`src/rtl/imem_loader_pkg.sv`:
```
// rtl/imem_loader_pkg.sv - shared types and constants for the instruction-memory loader
package imem_loader_pkg;

    typedef enum logic [2:0] {
        IDLE   = 3'd0,
        LEN_LO = 3'd1,
        LEN_HI = 3'd2,
        DATA   = 3'd3,
        WRITE  = 3'd4,
        CSUM   = 3'd5,
        DONE   = 3'd6,
        ERROR  = 3'd7
    } state_e;

    localparam int HDR_BYTES      = 2;
    localparam int BYTES_PER_WORD = 4;

    // Header word count is little-endian: low byte arrives first.
    function automatic logic [8*HDR_BYTES-1:0] hdr_count(input logic [7:0] lo, input logic [7:0] hi);
        return {hi, lo};
    endfunction

endpackage

```
`src/rtl/imem_loader_if.sv`:
```
// rtl/imem_loader_if.sv - byte stream in and instruction-memory write port out
interface imem_loader_if;
    import imem_loader_pkg::*;

    logic                          s_valid;
    logic [7:0]                    s_data;
    logic                          s_ready;
    logic                          imem_we;
    logic [31:0]                   imem_addr;
    logic [8*BYTES_PER_WORD-1:0]   imem_wd;

    modport master (
        input  s_valid, s_data,
        output s_ready, imem_we, imem_addr, imem_wd
    );

    modport slave (
        output s_valid, s_data,
        input  s_ready, imem_we, imem_addr, imem_wd
    );
endinterface

```
`src/rtl/imem_loader_word_assembler.sv`:
```
// rtl/imem_loader_word_assembler.sv - collects LSB-first stream bytes into one instruction word
module word_assembler
    import imem_loader_pkg::*;
(
    input  logic                          clk,
    input  logic                          rst,
    input  logic                          clear,
    input  logic                          shift,
    input  logic [7:0]                    data,
    output logic [8*BYTES_PER_WORD-1:0]   word,
    output logic [1:0]                    cnt,
    output logic                          last
);

    // New bytes enter at the top so the first byte ends up in bits [7:0].
    always_ff @(posedge clk or negedge rst) begin
        if (!rst) begin
            word <= '0;
            cnt  <= '0;
        end else if (clear) begin
            word <= '0;
            cnt  <= '0;
        end else if (shift) begin
            word <= {data, word[8*BYTES_PER_WORD-1:8]};
            cnt  <= cnt + 2'd1;
        end
    end

    assign last = (cnt == 2'(BYTES_PER_WORD - 1));

endmodule

```
`src/rtl/imem_loader.sv`:
```
// rtl/imem_loader.sv - boot loader that writes instruction memory and then releases the core
module imem_loader
    import imem_loader_pkg::*;
#(
    parameter int ADDR_W = 10
)
(
    input  logic          clk,
    input  logic          rst,
    input  logic          start,
    imem_loader_if.master bus,
    output logic          core_rst,
    output logic          busy,
    output logic          done,
    output logic          err
);

    localparam int unsigned MAX_WORDS = 1 << ADDR_W;

    localparam logic [2:0] S_IDLE   = IDLE;
    localparam logic [2:0] S_LEN_LO = LEN_LO;
    localparam logic [2:0] S_LEN_HI = LEN_HI;
    localparam logic [2:0] S_DATA   = DATA;
    localparam logic [2:0] S_WRITE  = WRITE;
    localparam logic [2:0] S_CSUM   = CSUM;
    localparam logic [2:0] S_DONE   = DONE;
    localparam logic [2:0] S_ERROR  = ERROR;

    logic [2:0]               state;
    logic [8*HDR_BYTES-1:0]   len;
    logic [8*HDR_BYTES-1:0]   hdr_len;
    logic [ADDR_W-1:0]        word_idx;
    logic [7:0]               csum;
    logic                     start_ok;
    logic                     shift;
    logic                     last_word;
    logic                     asm_last;
    logic [1:0]               unused_asm_cnt;

    assign bus.s_ready = (state == S_LEN_LO) || (state == S_LEN_HI) ||
                         (state == S_DATA)   || (state == S_CSUM);

    assign start_ok  = start && ((state == S_IDLE) || (state == S_DONE) || (state == S_ERROR));
    assign shift     = (state == S_DATA) && bus.s_valid;
    assign hdr_len   = hdr_count(len[7:0], bus.s_data);
    assign last_word = (32'(word_idx) == (32'(len) - 32'd1));

    // The assembler's register is the write-data output; it only moves in DATA,
    // so it is stable during the WRITE cycle.
    word_assembler u_asm (
        .clk   (clk),
        .rst   (rst),
        .clear (start_ok),
        .shift (shift),
        .data  (bus.s_data),
        .word  (bus.imem_wd),
        .cnt   (unused_asm_cnt),
        .last  (asm_last)
    );

    always_ff @(posedge clk or negedge rst) begin
        if (!rst) begin
            state         <= S_IDLE;
            len           <= '0;
            word_idx      <= '0;
            csum          <= '0;
            bus.imem_we   <= 1'b0;
            bus.imem_addr <= '0;
            core_rst      <= 1'b0;
            busy          <= 1'b0;
            done          <= 1'b0;
            err           <= 1'b0;
        end else begin
            bus.imem_we <= 1'b0;
            case (state)
                S_IDLE, S_DONE, S_ERROR: begin
                    if (start) begin
                        state    <= S_LEN_LO;
                        busy     <= 1'b1;
                        done     <= 1'b0;
                        err      <= 1'b0;
                        core_rst <= 1'b0;
                    end
                end
                S_LEN_LO: begin
                    if (bus.s_valid) begin
                        len[7:0] <= bus.s_data;
                        state    <= S_LEN_HI;
                    end
                end
                S_LEN_HI: begin
                    if (bus.s_valid) begin
                        len      <= hdr_len;
                        word_idx <= '0;
                        csum     <= '0;
                        if ((hdr_len == '0) || (32'(hdr_len) > MAX_WORDS)) begin
                            state <= S_ERROR;
                            busy  <= 1'b0;
                            err   <= 1'b1;
                        end else begin
                            state <= S_DATA;
                        end
                    end
                end
                S_DATA: begin
                    if (bus.s_valid) begin
                        csum <= csum + bus.s_data;
                        if (asm_last) begin
                            bus.imem_we   <= 1'b1;
                            bus.imem_addr <= 32'({word_idx, 2'b00});
                            state         <= S_WRITE;
                        end
                    end
                end
                S_WRITE: begin
                    if (last_word) begin
                        state <= S_CSUM;
                    end else begin
                        word_idx <= word_idx + 1'b1;
                        state    <= S_DATA;
                    end
                end
                S_CSUM: begin
                    if (bus.s_valid) begin
                        busy <= 1'b0;
                        if (bus.s_data == csum) begin
                            state    <= S_DONE;
                            done     <= 1'b1;
                            core_rst <= 1'b1;
                        end else begin
                            state <= S_ERROR;
                            err   <= 1'b1;
                        end
                    end
                end
                default: state <= S_IDLE;
            endcase
        end
    end

endmodule

```
`src/flat_wrapper.sv`:
```
// flat-port wrapper written by rule: the top's interface ports become plain ports
module imem_loader_flat import imem_loader_pkg::*;
#(
    parameter int ADDR_W = 10
)
  (clk, rst, start, core_rst, busy, done, err, bus_s_valid, bus_s_data, bus_s_ready, bus_imem_we, bus_imem_addr, bus_imem_wd);
  imem_loader_if bus_i ();
  input  logic clk;
  input  logic rst;
  input  logic start;
  output logic core_rst;
  output logic busy;
  output logic done;
  output logic err;
  input wire logic [$bits(bus_i.s_valid)-1:0] bus_s_valid;
  input wire logic [$bits(bus_i.s_data)-1:0] bus_s_data;
  output wire logic [$bits(bus_i.s_ready)-1:0] bus_s_ready;
  output wire logic [$bits(bus_i.imem_we)-1:0] bus_imem_we;
  output wire logic [$bits(bus_i.imem_addr)-1:0] bus_imem_addr;
  output wire logic [$bits(bus_i.imem_wd)-1:0] bus_imem_wd;
  assign bus_i.s_valid = bus_s_valid;
  assign bus_i.s_data = bus_s_data;
  assign bus_s_ready = bus_i.s_ready;
  assign bus_imem_we = bus_i.imem_we;
  assign bus_imem_addr = bus_i.imem_addr;
  assign bus_imem_wd = bus_i.imem_wd;
  imem_loader #(.ADDR_W(ADDR_W)) u_core (.clk(clk), .rst(rst), .start(start), .bus(bus_i), .core_rst(core_rst), .busy(busy), .done(done), .err(err));
endmodule
```
`config.mk`:
```
export PLATFORM = sky130hd
export DESIGN_NAME = imem_loader_flat
export DESIGN_NICKNAME = d
export VERILOG_FILES = /design/src/rtl/imem_loader_pkg.sv /design/src/rtl/imem_loader_if.sv /design/src/rtl/imem_loader_word_assembler.sv /design/src/rtl/imem_loader.sv /design/src/flat_wrapper.sv
export SDC_FILE = /design/constraint.sdc
export NUM_CORES = 1
export LEC_CHECK = 0
export BUFFER_PORTS_ARGS = -buffer_cell sky130_fd_sc_hd__buf_2
export CAP_MARGIN = 10
export CORE_MARGIN = 2
export CORE_UTILIZATION = 41
export CTS_BUF_LIST = sky130_fd_sc_hd__clkbuf_8
export DETAILED_ROUTE_END_ITERATION = 8
export PLACE_DENSITY = 0.71
export SYNTH_ARGS = -nofsm -noshare
export SYNTH_HDL_FRONTEND = slang
export SYNTH_SLANG_ARGS = --single-unit
```
`constraint.sdc`:
```
create_clock -name clk -period 5.5 [get_ports clk]
set_clock_uncertainty 0.2 [all_clocks]
set_input_delay 0 -clock clk [delete_from_list [all_inputs] [get_ports clk]]
set_output_delay 0 -clock clk [all_outputs]
set_load 0.01 [all_outputs]
```
Yosys cells after proc, flatten, opt, wreduce, memory -nomap -nowiden. Index checks and enable logic that the tools add are counted.

Latch bits: 0. Register bits: 85. Word-level logic and storage cells: 102. Output and inout bits: 70. Memories kept: 0. ROM bits: 0. Input port bits: 12. RAM bits: 0.

Divide/modulo/power cells: 0. Eq/ne operators: 20. $lt $le $gt $ge: 1. Shifts and indexed selects: 0. Multipliers: 0. Bitwise logic cells: 1. Add/subtract/negate cells: 4. Reductions and logical operators: 25. Mux-type cells: 39.

Operators with widths (count): two-way mux 32 bit (2); equality test 10 x 32 -> 1 bit (1); one-hot mux 8 bit (2 select lines) (2); two-way mux 3 bit (8); two-way mux 8 bit (3); two-way mux 10 bit (2); one-hot mux 10 bit (2 select lines) (1); inequality test 2 bit (second input constant) (9); one-hot mux 3 bit (6 select lines) (1); subtractor 16 x 1 -> 17 bit (second input constant) (1); greater-than comparator 16 x 11 -> 1 bit (second input constant) (1); logical NOT 16 bit (1); two-way mux 1 bit (15); equality test 3 bit (second input constant) (4); AND reduction 3 bit (4); AND reduction 6 bit (2); adder 10 x 1 -> 10 bit (second input constant) (1); adder 8 bit (1); equality test 8 bit (1); nonzero test 2 bit (4); equality test 3 x 2 -> 1 bit (second input constant) (2); logical OR 1 bit (6); one-hot mux 1 bit (3 select lines) (2); AND reduction 5 bit (1); other kinds (13) (15).

Longest topological paths before layout.
Depth in word-level cells: 5. Depth in mapped cells: 11. Mapped depth without buffers: 10.

Cells and area by module. Synthesis repeated with hierarchy kept, for this count alone.

Cells, all modules: 472. Area total of the unflattened synthesis: 4728.3 um2.

By module, submodules not included: imem_loader (area each 3309.4 um2, cells an instance 361, sequential area each 1276.2 um2, times used 1); word_assembler (area each 1418.9 um2, cells an instance 111, sequential area each 850.8 um2, times used 1).

Least setup slack after synthesis. Ideal clock, no wire load.

Kind: register to register. Start: register u_core.len[0]. End: register u_core.word_idx[9]. Clock period less this slack: 2.770 ns. Data arrival time: 2.492 ns. Data required time: 5.222 ns. Path buffers: 0. Setup time: 0.078 ns. Cell stages (with the launch flop): 11. Slack: 2.730 ns. Path through: dfrtp_1 -> inv_1 -> ha_1 -> nor2b_1 -> nor2_1 -> or2_2 -> a311o_1 -> nand4_1 -> nor2_2 -> or4_1 -> a21oi_1.

Longest elaborated chain between the ends: 4.

RTL lines: start: declaration (RTL line imem_loader.sv:30) `logic [8*HDR_BYTES-1:0] len;`; start signal: assignment (RTL line imem_loader.sv:87) `len[7:0] <= bus.s_data;`; start signal: assignment (RTL line imem_loader.sv:93) `len <= hdr_len;`; subtractor 16 x 1 -> 17 bit (RTL line imem_loader.sv:46) `assign last_word = (32'(word_idx) == (32'(len) - 32'd1));`; equality test 10 x 32 -> 1 bit (RTL line imem_loader.sv:46); inequality test 2 bit (no source line); AND reduction 3 bit (no source line); end signal: assignment (RTL line imem_loader.sv:119) `word_idx <= word_idx + 1'b1;`; end: declaration (RTL line imem_loader.sv:32) `logic [ADDR_W-1:0] word_idx;`.

Every way passes these cells. A chain may end at the register's enable or synchronous reset.

Worst setup path in the final report.
Start: register u_core.len[3]. End: register u_core.state[1].

Longest elaborated chain between the ends: 4.

RTL lines: subtractor 16 x 1 -> 17 bit (RTL line imem_loader.sv:46); equality test 10 x 32 -> 1 bit (RTL line imem_loader.sv:46); two-way mux 3 bit (RTL line imem_loader.sv:116) `if (last_word) begin`; one-hot mux 3 bit (6 select lines) (RTL line imem_loader.sv:75) `case (state)`; end signal: assignment (RTL line imem_loader.sv:78) `state <= S_LEN_LO;`; end signal: assignment (RTL line imem_loader.sv:117) `state <= S_CSUM;`; end signal: assignment (RTL line imem_loader.sv:120) `state <= S_DATA;`; end: declaration (RTL line imem_loader.sv:29) `logic [2:0] state;`.

Every way passes these cells.

==> results.sh <==
export IMPL_grt_pass1_vias=3603
export IMPL_die_area_sq_um=11800
export IMPL_std_cell_rows=38
export IMPL_initial_utilization_pct=41.7
export IMPL_multi_input_area_sq_um=2120
export IMPL_synth_area_sq_um=4480
export IMPL_worstSetupPathType="reg2reg"
export IMPL_ant_nets=0
export IMPL_period_needed_ns=3.24
export IMPL_final_cell_mix="sky130_fd_sc_hd__nand2_1, sky130_fd_sc_hd__dfrtp_1, sky130_fd_sc_hd__buf_2"
export IMPL_holdWs_ns=0.159
export IMPL_setup_total_negative_slack_ns=0
export IMPL_cp_required_ns=5.55
export IMPL_dieWidth_um=108
export IMPL_drt_wl_total_um=10400
export IMPL_clock_latency_ns=0.37
export IMPL_worst_ir_drop_vdd_uv=222
export IMPL_seq_area_sq_um=2130
export IMPL_fmax_mhz=308
export IMPL_report_power_total_mw=2.45
export IMPL_layout_drive_gt1_share_pct=18.0
export IMPL_first_iter_violations=236
export IMPL_clkTransAtPathRegs_ns=0.09
export IMPL_synth_enable_flop_cells=0
export IMPL_worstMarginPinSlew_ns=1.06
export IMPL_power_combinational_fraction_pct=38.3
export IMPL_drt_vias_per_instance=5.33
export IMPL_worst_path_fanout_max=17
export IMPL_grt_total_usage_pct=18.8
export IMPL_h_tree_depth=3
export IMPL_power_switching_share_pct=41.8
export IMPL_hpwl_um=7120
export IMPL_global_route_wire_length_before_repair_um=17400
export IMPL_ys_types=57
export IMPL_num_antenna_cells=0
export IMPL_synthArstFlopShare_pct=100
export IMPL_remaining_drc_errors=0
export IMPL_place_congestion=0.931
export IMPL_post_synth_cell_area_avg_sq_um=9.01
export IMPL_timing_hold_violations_final=0
export IMPL_fin_nets=579
export IMPL_cts_root_buf="sky130_fd_sc_hd__clkbuf_8"
export IMPL_flop_pwr_share_pct=42.8
export IMPL_p_per_area_nw_per_um2=479
export IMPL_cts_resized_gates=0
export IMPL_area_growth_syn_to_layout_pct=14.4
export IMPL_worst_setup_slack_after_layout_ns=2.26
export IMPL_cts_max_path_buffers=2
export IMPL_layout_cells_most_common="sky130_fd_sc_hd__nand2_1"
export IMPL_placement_io_buffers=59
export IMPL_worst_setup_timing_slack_at_the_placement_stage_ns=2.32
export IMPL_cts_inserted_buffers=9
export IMPL_min_path_type="in2async"
export IMPL_rsz0062_at_grt="false"
export IMPL_power_report_internal_total_mw=1.43
export IMPL_postSynthCellCount=497
export IMPL_io_pins=82
export IMPL_finalSetupViolations=0
export IMPL_maxSlewViolCount=0
export IMPL_detailroute_via_count=3738
export IMPL_grt_overflow=0
export IMPL_netSwitchingPower_mw=1.03
export IMPL_layout_filler_cells=1063
export IMPL_routed_wire_length_per_instance_um=14.8
export IMPL_worst_setup_path_start_kind="flop"
export IMPL_max_slew_margin_pct=29.2
export IMPL_fp_dieH_um=108
export IMPL_status="finished, final reports clean"
export IMPL_grt_antenna_before_repair=0
export IMPL_worstSetupEndpointType="flop"
export IMPL_max_cap_violations=0
export IMPL_yosys_most_used_dff="sky130_fd_sc_hd__dfrtp_1"
export IMPL_clkPwrFrac_pct=19.0
export IMPL_ys_seq_area_share_pct=47.5
export IMPL_cp_arrival_ns=3.30
export IMPL_postCtsSetupRepairBufs=0
export IMPL_core_area_sq_um=10700
export IMPL_yosys_register_bits=85
export IMPL_fin_crit_sh_pct=59.0
export IMPL_grt_max_degree=86
export IMPL_cts_sink_count=85
export IMPL_detail_route_first_pass_iterations=4
export IMPL_synthesis_yosys_warnings=0
export IMPL_power_static_leakage_nw=2.43
export IMPL_cts_tree="yes"
synth_stat cells, types with 2 or more instances:
master	number	area (sq um)
sky130_fd_sc_hd__ha_1	10	125
sky130_fd_sc_hd__clkbuf_1	19	71.3
sky130_fd_sc_hd__o31a_1	2	17.5
sky130_fd_sc_hd__nand3_1	8	40.0
sky130_fd_sc_hd__a21oi_1	42	210
sky130_fd_sc_hd__o31ai_1	8	60.1
sky130_fd_sc_hd__inv_1	11	41.3
sky130_fd_sc_hd__nand2b_1	2	12.5
sky130_fd_sc_hd__or4_1	7	52.6
sky130_fd_sc_hd__nor2_1	18	67.6
sky130_fd_sc_hd__nor3_2	2	20.0
sky130_fd_sc_hd__o211ai_1	3	22.5
sky130_fd_sc_hd__o21ai_0	27	135
sky130_fd_sc_hd__a31oi_1	5	31.3
sky130_fd_sc_hd__and3_1	3	18.8
sky130_fd_sc_hd__buf_2	3	15.0
sky130_fd_sc_hd__o21a_1	2	15.0
sky130_fd_sc_hd__nor4_1	3	18.8
sky130_fd_sc_hd__nand4_1	6	37.5
sky130_fd_sc_hd__nor2b_1	4	25.0
sky130_fd_sc_hd__dfrtp_1	85	2130
sky130_fd_sc_hd__or3_1	4	25.0
sky130_fd_sc_hd__xnor2_1	10	87.6
sky130_fd_sc_hd__nor3_1	10	50.1
sky130_fd_sc_hd__mux2_2	13	146
sky130_fd_sc_hd__a21o_1	4	30.0
sky130_fd_sc_hd__mux2i_1	2	20.0
sky130_fd_sc_hd__nand2_1	123	462
sky130_fd_sc_hd__buf_4	23	173
sky130_fd_sc_hd__xor2_1	10	87.6
sky130_fd_sc_hd__o22ai_1	2	12.5
final cells by class:
type / instances / share of cell area [%]
clock buffer: 10 / 2.69
clock inverter: 6 / 1.39
inverter: 12 / 0.879
multi-input combinational: 374 / 41.4
sequential: 85 / 41.5
tap: 140 / 3.42
timing repair buffer: 74 / 8.70
worst max-delay path: stages, from the launching register on:
cell	delay [ns]
sky130_fd_sc_hd__dfrtp_1	0.45
sky130_fd_sc_hd__or4_1	0.69
sky130_fd_sc_hd__xor2_1	0.22
sky130_fd_sc_hd__a31oi_1	0.10
sky130_fd_sc_hd__a2111oi_0	0.40
sky130_fd_sc_hd__nand4_1	0.20
sky130_fd_sc_hd__nor2_2	0.50
sky130_fd_sc_hd__o21ai_0	0.17
sky130_fd_sc_hd__o22a_1	0.20
worst paths after layout:
kind,start,endpoint,slack (ns),cells after the start
hold / removal,rst,u_core.bus.imem_addr[7],0.16,2
setup / recovery,u_core.len[3],u_core.state[1],2.26,8
min in group clk,bus_s_data[5],u_core.len[13],0.27,4
max in group asynchronous,rst,u_core.u_asm.word[1],4.27,2
hold reg to reg,u_core.bus.imem_addr[10],u_core.bus.imem_addr[10],0.28,2
setup reg to reg,u_core.len[3],u_core.state[1],2.26,8
flip-flops by register name (all words and copies together), names as in the netlist:
signal,flops
u_core.err,1
u_core.u_asm.word,32
u_core.u_asm.cnt,2
u_core.bus.imem_addr,10
u_core.bus.imem_we,1
u_core.word_idx,10
u_core.state,3
u_core.csum,8
u_core.len,16
u_core.core_rst,1
u_core.busy,1
kinds of logic after synthesis:
family / after synthesis / synth area share, %
buf+inv: 59 / 6.99
simple gates: 199 / 20.3
flops: 85 / 47.5
other cells: 1 / 0.0838
fa+ha+maj: 11 / 3.24
compound gates: 107 / 14.3
xor+xnor: 20 / 3.91
mux: 15 / 3.72
metal layers:
metal | vias up | routed length [um] | part of all wire, % | track usage, %
li1 | 1786 | - | - | -
met1 | 1816 | 4440 | 43 | 23.5
met2 | 120 | 5230 | 50 | 31.7
met3 | 16 | 578 | 5.6 | 5.00
met4 | 0 | 161 | 1.5 | 5.68
met5 | - | 0 | 0 | 0
per-stage QoR:
stage | instances | area [sq um] | util, %
floorplan | 518 | 4560 | -
global placement | 673 | 4790 | 44.6
detailed placement | 673 | 4790 | 44.6
CTS | 700 | 5110 | 47.5
global route | 701 | 5120 | 47.7
finish | 701 | 5120 | 47.7
power by group through the flow:
stage                     combinational (mW)  clock [mW]  sequential, mW
final                                  0.938       0.465            1.05
after global routing                    1.06       0.499            1.08
after CTS                              0.931       0.478            1.05
after detailed placement               0.918           0            1.06
after global placement                 0.889           0            1.05
after floorplan                        0.735           0           0.978
timing repair:
item | 4_1_cts | 5_1_grt
endpoints found under the hold margin | 117 | 0
setup endpoints to repair | 0 | 0
hold buffers | 11 | 0
No activity file was read; power rests on OpenSTA's default activity.
